`src/rtl/drm_pkg.sv`:
```
// Shared widths and FSM state encoding for the DRM stream reader.
package drm_pkg;

  localparam int DRM_ADDR_WIDTH = 10;
  localparam int DRM_DATA_WIDTH = 32;

  typedef enum logic [1:0] {
    IDLE  = 2'd0,
    READ  = 2'd1,
    DRAIN = 2'd2
  } drm_state_t;

endpackage

```
`src/rtl/drm_rd_fifo.sv`:
```
// Return buffer for RAM read data: DEPTH entries, head visible while not empty.
// A push and pop in the same cycle leave the occupancy unchanged.
module drm_rd_fifo #(
  parameter int DEPTH = 2,
  parameter int WIDTH = 32,
  localparam int CNT_W = $clog2(DEPTH + 1),
  localparam int PTR_W = (DEPTH > 1) ? $clog2(DEPTH) : 1
) (
  input  logic             i_clk,
  input  logic             i_rst,
  input  logic             i_push,
  input  logic [WIDTH-1:0] i_push_dat,
  input  logic             i_pop,
  output logic [WIDTH-1:0] o_head_dat,
  output logic             o_empty,
  output logic [CNT_W-1:0] o_count
);

  logic [WIDTH-1:0] r_mem [DEPTH];
  logic [PTR_W-1:0] r_wr_ptr;
  logic [PTR_W-1:0] r_rd_ptr;
  logic [CNT_W-1:0] r_count;
  logic             w_full;
  logic             w_do_push;
  logic             w_do_pop;

  function automatic logic [PTR_W-1:0] f_next(input logic [PTR_W-1:0] p);
    return (p == PTR_W'(DEPTH - 1)) ? '0 : p + PTR_W'(1);
  endfunction

  assign o_empty    = (r_count == '0);
  assign w_full     = (r_count == CNT_W'(DEPTH));
  assign w_do_pop   = i_pop && !o_empty;
  assign w_do_push  = i_push && (!w_full || w_do_pop);
  assign o_head_dat = r_mem[r_rd_ptr];
  assign o_count    = r_count;

  always_ff @(posedge i_clk) begin
    if (i_rst) begin
      r_wr_ptr <= '0;
      r_rd_ptr <= '0;
      r_count  <= '0;
    end else begin
      if (w_do_push) r_wr_ptr <= f_next(r_wr_ptr);
      if (w_do_pop)  r_rd_ptr <= f_next(r_rd_ptr);
      case ({w_do_push, w_do_pop})
        2'b10:   r_count <= r_count + CNT_W'(1);
        2'b01:   r_count <= r_count - CNT_W'(1);
        default: r_count <= r_count;
      endcase
    end
  end

  // Storage needs no reset: the head is only observed while the buffer is non-empty.
  always_ff @(posedge i_clk) begin
    if (w_do_push) r_mem[r_wr_ptr] <= i_push_dat;
  end

endmodule

```
`src/rtl/drm_stream_reader.sv`:
```
// Streams cmd_len consecutive RAM words (address wrapping) starting at cmd_addr.
// First beat RD_LATENCY+1 cycles after accept, then 1 beat/cycle; m_ready stalls issue via buffer credits.
module drm_stream_reader
  import drm_pkg::*;
#(
  parameter int ADDR_WIDTH = DRM_ADDR_WIDTH,
  parameter int DATA_WIDTH = DRM_DATA_WIDTH,
  parameter int RD_LATENCY = 1,
  parameter int FIFO_DEPTH = RD_LATENCY + 1
) (
  input  logic                  rd_clk,
  input  logic                  rd_rst,
  input  logic                  cmd_valid,
  output logic                  cmd_ready,
  input  logic [ADDR_WIDTH-1:0] cmd_addr,
  input  logic [ADDR_WIDTH:0]   cmd_len,
  output logic [ADDR_WIDTH-1:0] ram_rd_addr,
  input  logic [DATA_WIDTH-1:0] ram_rd_data,
  output logic                  m_valid,
  input  logic                  m_ready,
  output logic [DATA_WIDTH-1:0] m_data,
  output logic                  m_last,
  output logic                  busy,
  output logic                  done
);

  localparam int CNT_W = $clog2(FIFO_DEPTH + 1);
  localparam int SUM_W = $clog2(FIFO_DEPTH + RD_LATENCY + 1) + 1;

  drm_state_t             r_state;
  drm_state_t             w_state_nxt;
  logic [ADDR_WIDTH-1:0]  r_addr;
  logic [ADDR_WIDTH-1:0]  r_addr_hold;
  logic [ADDR_WIDTH:0]    r_issue_left;
  logic [ADDR_WIDTH:0]    r_beats_left;
  logic [RD_LATENCY-1:0]  r_pipe;
  logic                   r_zero_done;

  logic                   w_accept;
  logic                   w_drained;
  logic                   w_issue;
  logic                   w_push;
  logic                   w_pop;
  logic                   w_empty;
  logic [CNT_W-1:0]       w_count;
  logic [SUM_W-1:0]       w_inflight;
  logic [SUM_W-1:0]       w_credit_used;
  logic [DATA_WIDTH-1:0]  w_head;

  always_comb begin
    w_inflight = '0;
    for (int i = 0; i < RD_LATENCY; i++) begin
      w_inflight = w_inflight + SUM_W'(r_pipe[i]);
    end
  end

  assign w_pop  = !w_empty && m_ready;
  assign w_push = r_pipe[RD_LATENCY-1];

  // A pop this cycle frees its slot before any newly issued read can land.
  assign w_credit_used = SUM_W'(w_count) + w_inflight - SUM_W'(w_pop);
  assign w_issue       = (r_state == READ) && (r_issue_left != '0) &&
                         (w_credit_used < SUM_W'(FIFO_DEPTH));

  always_comb begin
    w_state_nxt = r_state;
    cmd_ready   = 1'b0;
    w_accept    = 1'b0;
    w_drained   = 1'b0;
    case (r_state)
      IDLE: begin
        cmd_ready = 1'b1;
        w_accept  = cmd_valid;
        if (cmd_valid && (cmd_len != '0)) w_state_nxt = READ;
      end
      READ: begin
        if (w_issue && (r_issue_left == (ADDR_WIDTH+1)'(1))) w_state_nxt = DRAIN;
      end
      DRAIN: begin
        if ((w_inflight == '0) && w_empty) begin
          w_drained   = 1'b1;
          w_state_nxt = IDLE;
        end
      end
      default: w_state_nxt = IDLE;
    endcase
  end

  always_ff @(posedge rd_clk) begin
    if (rd_rst) begin
      r_state      <= IDLE;
      r_addr       <= '0;
      r_addr_hold  <= '0;
      r_issue_left <= '0;
      r_beats_left <= '0;
      r_pipe       <= '0;
      r_zero_done  <= 1'b0;
    end else begin
      r_state     <= w_state_nxt;
      r_zero_done <= w_accept && (cmd_len == '0);
      r_pipe      <= (r_pipe << 1) | RD_LATENCY'(w_issue);
      if (w_accept) begin
        r_addr       <= cmd_addr;
        r_issue_left <= cmd_len;
        r_beats_left <= cmd_len;
      end else begin
        if (w_issue) begin
          r_addr       <= r_addr + ADDR_WIDTH'(1);
          r_addr_hold  <= r_addr;
          r_issue_left <= r_issue_left - (ADDR_WIDTH+1)'(1);
        end
        if (w_pop && (r_beats_left != '0)) begin
          r_beats_left <= r_beats_left - (ADDR_WIDTH+1)'(1);
        end
      end
    end
  end

  drm_rd_fifo #(
    .DEPTH (FIFO_DEPTH),
    .WIDTH (DATA_WIDTH)
  ) u_rd_fifo (
    .i_clk      (rd_clk),
    .i_rst      (rd_rst),
    .i_push     (w_push),
    .i_push_dat (ram_rd_data),
    .i_pop      (w_pop),
    .o_head_dat (w_head),
    .o_empty    (w_empty),
    .o_count    (w_count)
  );

  assign ram_rd_addr = w_issue ? r_addr : r_addr_hold;
  assign m_valid     = !w_empty;
  assign m_data      = w_empty ? '0 : w_head;
  assign m_last      = !w_empty && (r_beats_left == (ADDR_WIDTH+1)'(1));
  assign done        = w_drained || r_zero_done;
  assign busy        = (r_state != IDLE) && !w_drained;

endmodule

```
`config.mk`:
```
export PLATFORM = sky130hd
export DESIGN_NAME = drm_stream_reader
export DESIGN_NICKNAME = d
export VERILOG_FILES = /design/src/rtl/drm_pkg.sv /design/src/rtl/drm_rd_fifo.sv /design/src/rtl/drm_stream_reader.sv
export SDC_FILE = /design/constraint.sdc
export NUM_CORES = 1
export LEC_CHECK = 0
export ABC_AREA = 0
export CAP_MARGIN = 20
export CORE_ASPECT_RATIO = 1.2
export CORE_MARGIN = 1.5
export CORE_UTILIZATION = 50
export DETAILED_ROUTE_END_ITERATION = 10
export GPL_TIMING_DRIVEN = 0
export PLACE_DENSITY_LB_ADDON = 0.25
export SYNTH_ARGS = -nofsm -noshare
export SYNTH_HDL_FRONTEND = slang
export SYNTH_SLANG_ARGS = --single-unit
export TNS_END_PERCENT = 30
```
`constraint.sdc`:
```
create_clock -name rd_clk -period 5.7 [get_ports rd_clk]
set_clock_uncertainty 0.1 [all_clocks]
set_input_delay 1.14 -clock rd_clk [delete_from_list [all_inputs] [get_ports rd_clk]]
set_output_delay 1.14 -clock rd_clk [all_outputs]
set_load 0.01 [all_outputs]
```
==> flow_summary.yaml, run 1 <==
synthesis:
  post_synth_num_cell_types: 49
  yosys_warnings: 0
  synth.avg_cell_area_sq_um: 11.13
  synth_xor_area_share_pct: 2.428
  simple_gate_share_of_the_synthesized_area_pct: 15.23
  ys_seq_elements: 115
  synth.area.mux_share_pct: 8.744
  syn_nets: 520
  post_synth_inst_count: 454
  synth_adder_area_share_pct: 2.378
  asyncSetResetFlopFracSynth_pct: 0
  synth_top_family_by_area: "simple AND/OR/NAND/NOR gates"
  synthesis.area_sq_um: 5051
  synth_seq_area_share_pct: 58.26
  number_of_flops_mapped_to_enable_cells_by_yosys: 64
  synth_compound_gate_area_share_pct: 10.26
  yosys_most_used_dff: "sky130_fd_sc_hd__edfxtp_1"
floorplan:
  initial_core_util_pct: 50.97
  die_width_um: 94.75
  die-area_sq_um: 10720
  boundaryPins: 104
  placeableCoreArea_sq_um: 9910
  die-height_um: 113.1
  placementRows: 40
global_routing:
  first_global_vias: 3983
  gr-total-overflow: 0
  grt_start_max_net_pins: 33
  grt_antenna_before_repair: 0
  grt_first_pass_wirelength_um: 19060
  grt_util_all_layers_pct: 23.55
job:
  cap_viol_max_count: 0
clock_network:
  tritoncts.num_buffers: 17
  cts_buffer_depth: 2
  cts_hold_buf: 0
  clk-insertion-delay-late_ns: 0.41
  cts_root_buffer: "sky130_fd_sc_hd__clkbuf_16"
  clock_sinks: 115
  clk_transition_reported_paths_ns: 0.05
  max_h_tree_level: 4
  cts_tree: "built"
power:
  p_leak_nw: 2.398
  irDropWorstVdd_v: 0.0002464
  power_per_cell_area_nw_per_um2: 422.3
critical_path:
  critPathKind: "in -> out"
  cp_data_required_time_ns: 4.46
  worstPathArrival_ns: 4.24
  critPathMaxFanout: 10
  timing.critical_path.to_type: "output pin"
  worst_setup_path_start_kind: "primary input"
cells_and_area:
  filler_cell_count: 724
  syn2layout_area_growth_pct: 37.13
  num_antenna_cells: 0
  post_route_cells_drive_above_1_share_pct: 9.508
  multi_input_area_sq_um: 2008
  mostFrequentLayoutCells: "sky130_fd_sc_hd__clkdlybuf4s50_1 (102), sky130_fd_sc_hd__edfxtp_1 (64), sky130_fd_sc_hd__nor2_1 (60)"
  layout_commonest_cell: "sky130_fd_sc_hd__clkdlybuf4s50_1"
  area.sequential_sq_um: 2943
  layout.nets: 642
worst_hold_path:
  hold_class: "reg -> reg"
placed_design:
  place_hpwl_um: 8277
  preCtsSetupSlack_ns: -0.3469
  finalWeightedCongestion: 0.9002
  port_buffers: 102
routing:
  drt_iter0_drc: 215
  routed_wirelength_um: 12070
  vias_per_cell: 5.592
  detail_route.wl_per_cell_um: 16.88
  post_route_antenna_net_violation_count: 0
  vias: 3998
  drc: 0
  firstDrtPassIters: 5
timing:
  max_slew_margin_pct: 38.06
  max_clock_freq_mhz: 182.5
  final_hold_viols: 0
  report.final.slew_viol_count: 0
  setup_tns_ns: 0
  minimum_clock_period_after_layout_ns: 5.478
  worstMarginPinSlew_ns: 0.9212
  grt_setup_unrepaired: "no"
  timing.final.ws_setup_ns: 0.2220
  worst_hold_slack_ns: 0.4216
  finalSetupViolCount: 0
  fin_crit_sh_pct: 96.11
status:
  outcome: "complete, no violations"
-- cell families after synthesis --
logic type,Yosys count
compound gates,80
xor+xnor,14
fa+ha+maj,9
buf+inv,35
flops,115
mux,43
simple gates,158
-- critical path, stage by stage --
cell and delay [ns]:
sky130_fd_sc_hd__clkdlybuf4s50_1 0.44, sky130_fd_sc_hd__o21ai_2 0.14, sky130_fd_sc_hd__inv_2 0.13, sky130_fd_sc_hd__ha_1 0.30, sky130_fd_sc_hd__nand2b_1 0.15, sky130_fd_sc_hd__fa_1 0.38
sky130_fd_sc_hd__xnor2_1 0.23, sky130_fd_sc_hd__nand3_2 0.21, sky130_fd_sc_hd__nor2_4 0.15, sky130_fd_sc_hd__buf_12 0.14, sky130_fd_sc_hd__mux2_2 0.34, sky130_fd_sc_hd__clkdlybuf4s50_1 0.48
-- worst paths after layout --
path	slack (ns)	cells after the start	endpoint	from
hold reg to reg	0.42	1	r_addr[6]	r_addr[6]
hold / removal	0.42	1	r_addr[6]	r_addr[6]
setup / recovery	0.22	12	ram_rd_addr[5]	m_ready
setup reg to reg	2.49	12	r_addr[7]	u_rd_fifo.o_count[0]
-- Yosys cell counts, types with 2 or more instances --
library cell	number	area share, %
sky130_fd_sc_hd__xor2_1	6	1.0
sky130_fd_sc_hd__nand4_1	3	0.37
sky130_fd_sc_hd__nor4_1	8	0.99
sky130_fd_sc_hd__a32oi_1	2	0.35
sky130_fd_sc_hd__o311ai_0	2	0.35
sky130_fd_sc_hd__or4_1	2	0.30
sky130_fd_sc_hd__o31ai_1	2	0.30
sky130_fd_sc_hd__and3_1	5	0.62
sky130_fd_sc_hd__a22oi_1	2	0.30
sky130_fd_sc_hd__a311oi_1	3	0.52
sky130_fd_sc_hd__buf_2	4	0.40
sky130_fd_sc_hd__nand3_1	13	1.3
sky130_fd_sc_hd__nand2_1	22	1.6
sky130_fd_sc_hd__or3_1	4	0.50
sky130_fd_sc_hd__a211oi_1	7	1.0
sky130_fd_sc_hd__o211ai_1	3	0.45
sky130_fd_sc_hd__a31oi_1	5	0.62
sky130_fd_sc_hd__clkbuf_1	15	1.1
sky130_fd_sc_hd__xnor2_1	8	1.4
sky130_fd_sc_hd__o21bai_1	7	1.0
sky130_fd_sc_hd__mux2_2	9	2.0
sky130_fd_sc_hd__nor2b_1	12	1.5
sky130_fd_sc_hd__buf_1	3	0.22
sky130_fd_sc_hd__o41ai_1	2	0.35
sky130_fd_sc_hd__a21oi_1	26	2.6
sky130_fd_sc_hd__nor3_1	15	1.5
sky130_fd_sc_hd__o21ai_0	12	1.2
sky130_fd_sc_hd__dfxtp_1	51	20
sky130_fd_sc_hd__inv_1	13	0.97
sky130_fd_sc_hd__nor3b_1	3	0.45
sky130_fd_sc_hd__o22ai_1	2	0.25
sky130_fd_sc_hd__edfxtp_1	64	38
sky130_fd_sc_hd__mux2i_1	34	6.7
sky130_fd_sc_hd__nor2_1	62	4.6
sky130_fd_sc_hd__and2_1	2	0.25
sky130_fd_sc_hd__ha_1	8	2.0
-- where the power goes --
group	internal [mW]	switching [mW]
logic	0.353	0.404
clock network	0.772	0.371
registers	0.970	0.0554
total	2.09	0.830
-- metal layers --
| metal | vias up | part of all wire (%) | routed length, um | track usage [%] |
|---|---|---|---|---|
| met2 | 191 | 52 | 6237 | 40.33 |
| li1 | 1915 | - | - | - |
| met1 | 1870 | 38 | 4637 | 27.66 |
| met3 | 22 | 8.0 | 970 | 6.855 |
| met4 | 0 | 1.9 | 224 | 8.756 |
| met5 | - | 0 | 0 | 0 |
-- final cells by class --
class / instances / area share (%)
buffer: 22 / 1.283
inverter: 13 / 0.7045
sequential: 115 / 42.49
tap: 126 / 2.276
clock buffer: 18 / 6.196
multi-input combinational: 304 / 28.99
clock inverter: 14 / 3.035
timing repair buffer: 103 / 15.03
-- registers in the layout (all words and copies together), names as in the netlist, named ones only --
register and count:
u_rd_fifo.o_count 2, r_state 2, r_pipe 1, r_addr 10, r_addr_hold 10, u_rd_fifo.r_rd_ptr 1, u_rd_fifo.r_mem 64, u_rd_fifo.r_wr_ptr 1
r_zero_done 1, r_issue_left 11, r_beats_left 11
-- repair_timing --
item,4_1_cts,5_1_grt
buffers inserted,1,0
endpoints found under the setup margin,10,10
pin swaps,1,0
resized for setup,5,5
-- per-stage QoR --
step	total power [mW]	instance area [sq um]	utilization, %	cells
global route	3.049	6927	69.90	715
finish	2.925	6927	69.90	715
floorplan	1.477	5051	-	454
global placement	1.752	6230	62.87	682
detailed placement	1.769	6245	63.02	682
CTS	2.931	6913	69.76	715
Note: power is estimated with default switching activity, not from simulation.
==> run 2: changes to the inputs <==
--- a/config.mk
+++ b/config.mk
@@ -6,10 +6,11 @@
 export NUM_CORES = 1
 export LEC_CHECK = 0
 export ABC_AREA = 0
-export CAP_MARGIN = 20
+export CAP_MARGIN = 15
 export CORE_ASPECT_RATIO = 1.2
 export CORE_MARGIN = 1.5
 export CORE_UTILIZATION = 50
+export CTS_BUF_LIST = sky130_fd_sc_hd__clkbuf_4
 export DETAILED_ROUTE_END_ITERATION = 10
 export GPL_TIMING_DRIVEN = 0
 export PLACE_DENSITY_LB_ADDON = 0.25
==> run 2 against run 1 <==
Register-to-register slack worse by 0.04 ns. Sequential cell count unchanged. Non-clock buffer count unchanged. Worst hold slack worse by 0.029 ns. Sequential share of layout area up 2.0 points. Cell area down 4.4%. Worst setup slack worse by 0.044 ns.
==> flow_summary.yaml, run 2 (same netlist as run 1, synthesis figures left out) <==
floorplan:
  initial_core_util_pct: 50.97
  die-height_um: 113.1
  die-area_sq_um: 10720
  placeableCoreArea_sq_um: 9910
  boundaryPins: 104
  die_width_um: 94.75
  placementRows: 40
critical_path:
  kind_of_cell_adding_the_most_delay_to_the_critical_path: "buffers and inverters"
  crit_path_top_delay_cell: "sky130_fd_sc_hd__clkdlybuf4s50_1"
  timing.critical_path.depth: 12
  worstPathArrival_ns: 4.28
  worst_setup_slack_for_register_to_register_paths_ns: 2.45
  rr_worst_depth: 12
  critical_path.reg2reg.startpoint: "u_rd_fifo.o_count[0]"
  path_cells: "clkdlybuf4s50_1 -> o21ai_2 -> inv_2 -> ha_1 -> nand2b_1 -> fa_1 -> xnor2_1 -> nand3_1 -> nor2_4 -> buf_12 -> mux2_2 -> clkdlybuf4s50_1"
  cp_data_required_time_ns: 4.46
  timing.critical_path.to_type: "output pin"
  critPathMaxFanout: 10
  crit_buf_inv: 4
  critical_path.most_common_cell: "sky130_fd_sc_hd__clkdlybuf4s50_1"
  critPathKind: "in -> out"
  critical_path_max_stage_delay_ns: 0.48
  worstReg2RegEnd: "r_addr[7]"
  worst_setup_path_start_kind: "primary input"
worst_hold_path:
  hold_start: "r_addr[6]"
  hold-path-endpoint: "r_addr[6]"
  number_of_instances_on_the_worst_hold_path: 1
  hold_class: "reg -> reg"
power:
  p_leak_nw: 2.266
  power_per_cell_area_nw_per_um2: 373.3
  total_power_mw: 2.472
  irDropWorstVdd_v: 0.0001557
clock_network:
  cts_buffer_depth: 2
  cts_root_buffer: "sky130_fd_sc_hd__clkbuf_4"
  clk_transition_reported_paths_ns: 0.10
  clk-insertion-delay-late_ns: 0.50
  clock_sinks: 115
  tritoncts.num_buffers: 17
  max_h_tree_level: 4
  cts_tree: "built"
  cts_hold_buf: 0
placed_design:
  place_hpwl_um: 8277
  port_buffers: 102
  finalWeightedCongestion: 0.9002
  dpl_cell_area_sq_um: 6245
  preCtsSetupSlack_ns: -0.3469
routing:
  post_route_antenna_net_violation_count: 0
  drt_iter0_drc: 216
  detail_route.wl_per_cell_um: 16.09
  drc: 0
  routed_wirelength_um: 11500
  vias_per_cell: 5.487
  vias: 3923
  firstDrtPassIters: 5
cells_and_area:
  syn2layout_area_growth_pct: 31.11
  reg.largest.list: "u_rd_fifo.r_mem (64), r_beats_left (11), r_issue_left (11)"
  filler_cell_count: 781
  layout.nets: 642
  area.sequential_sq_um: 2943
  num_antenna_cells: 0
  mostFrequentLayoutCells: "sky130_fd_sc_hd__clkdlybuf4s50_1 (102), sky130_fd_sc_hd__edfxtp_1 (64), sky130_fd_sc_hd__nor2_1 (60)"
  top_register: "u_rd_fifo.r_mem"
  multi_input_area_sq_um: 1998
  finalInstanceArea_sq_um: 6623
  post_route_cells_drive_above_1_share_pct: 9.508
  layout_commonest_cell: "sky130_fd_sc_hd__clkdlybuf4s50_1"
  final_core_utilization_pct: 66.83
  flip_flop_count_of_the_largest_register_after_layout: 64
global_routing:
  grt_antenna_before_repair: 0
  grt_util_all_layers_pct: 22.46
  first_global_vias: 3828
  gr-total-overflow: 0
  grt_start_max_net_pins: 33
  grt_first_pass_wirelength_um: 18190
timing:
  max_clock_freq_mhz: 181.1
  minimum_clock_period_after_layout_ns: 5.522
  worst_hold_slack_ns: 0.3927
  finalSetupViolCount: 0
  final_hold_viols: 0
  timing.final.ws_setup_ns: 0.1781
  grt_setup_unrepaired: "no"
  max_slew_margin_pct: 38.10
  worstMarginPinSlew_ns: 0.9206
  report.final.slew_viol_count: 0
  fin_crit_sh_pct: 96.87
status:
  outcome: "complete, no violations"
job:
  cap_viol_max_count: 0
[run 2: cell counts in the layout (fill, tap and decap cells not counted)]
No cell type changed its count.
[run 2: final cells by class]
type                    instances  share of cell area (%)
well taps                     126                   2.381
clock buffers                  18                   2.040
repair buffers                103                   15.72
clock inverters                14                   3.174
plain buffers                  22                   1.341
inverters                      13                  0.7368
flip-flops and latches        115                   44.44
multi-input cells             304                   30.17
[run 2: what timing repair did]
item / CTS / global route
gates resized for setup: 5 / 3
gates cloned: 0 / 0
setup endpoints to repair: 10 / 10
pin swaps: 1 / 0
setup buffers: 1 / 0
[run 2: metal layers]
metal	track usage (%)	up-vias	routed length, um
li1	-	1917	-
met1	27.24	1828	4661
met2	37.52	159	5768
met3	6.989	19	850
met4	7.761	0	222
met5	0	-	0
[run 2: where the power goes]
part | switching, mW | internal, mW
clock | 0.310 | 0.396
combinational | 0.395 | 0.351
sequential | 0.0541 | 0.967
total | 0.759 | 1.71
[run 2: metrics by stage]
step / cells / setup TNS, ns
after floorplan: 454 / 0
after global placement: 682 / -2.791
after detailed placement: 682 / -3.055
after CTS: 715 / 0
after global routing: 715 / 0
final: 715 / 0
[run 2: how the worst max path moves through the flow]
stage / to / from
after floorplan: ram_rd_addr[0] / m_ready
after detailed placement: ram_rd_addr[5] / m_ready
after global routing: ram_rd_addr[7] / m_ready
after CTS: ram_rd_addr[5] / m_ready
after global placement: ram_rd_addr[7] / m_ready
final: ram_rd_addr[5] / m_ready
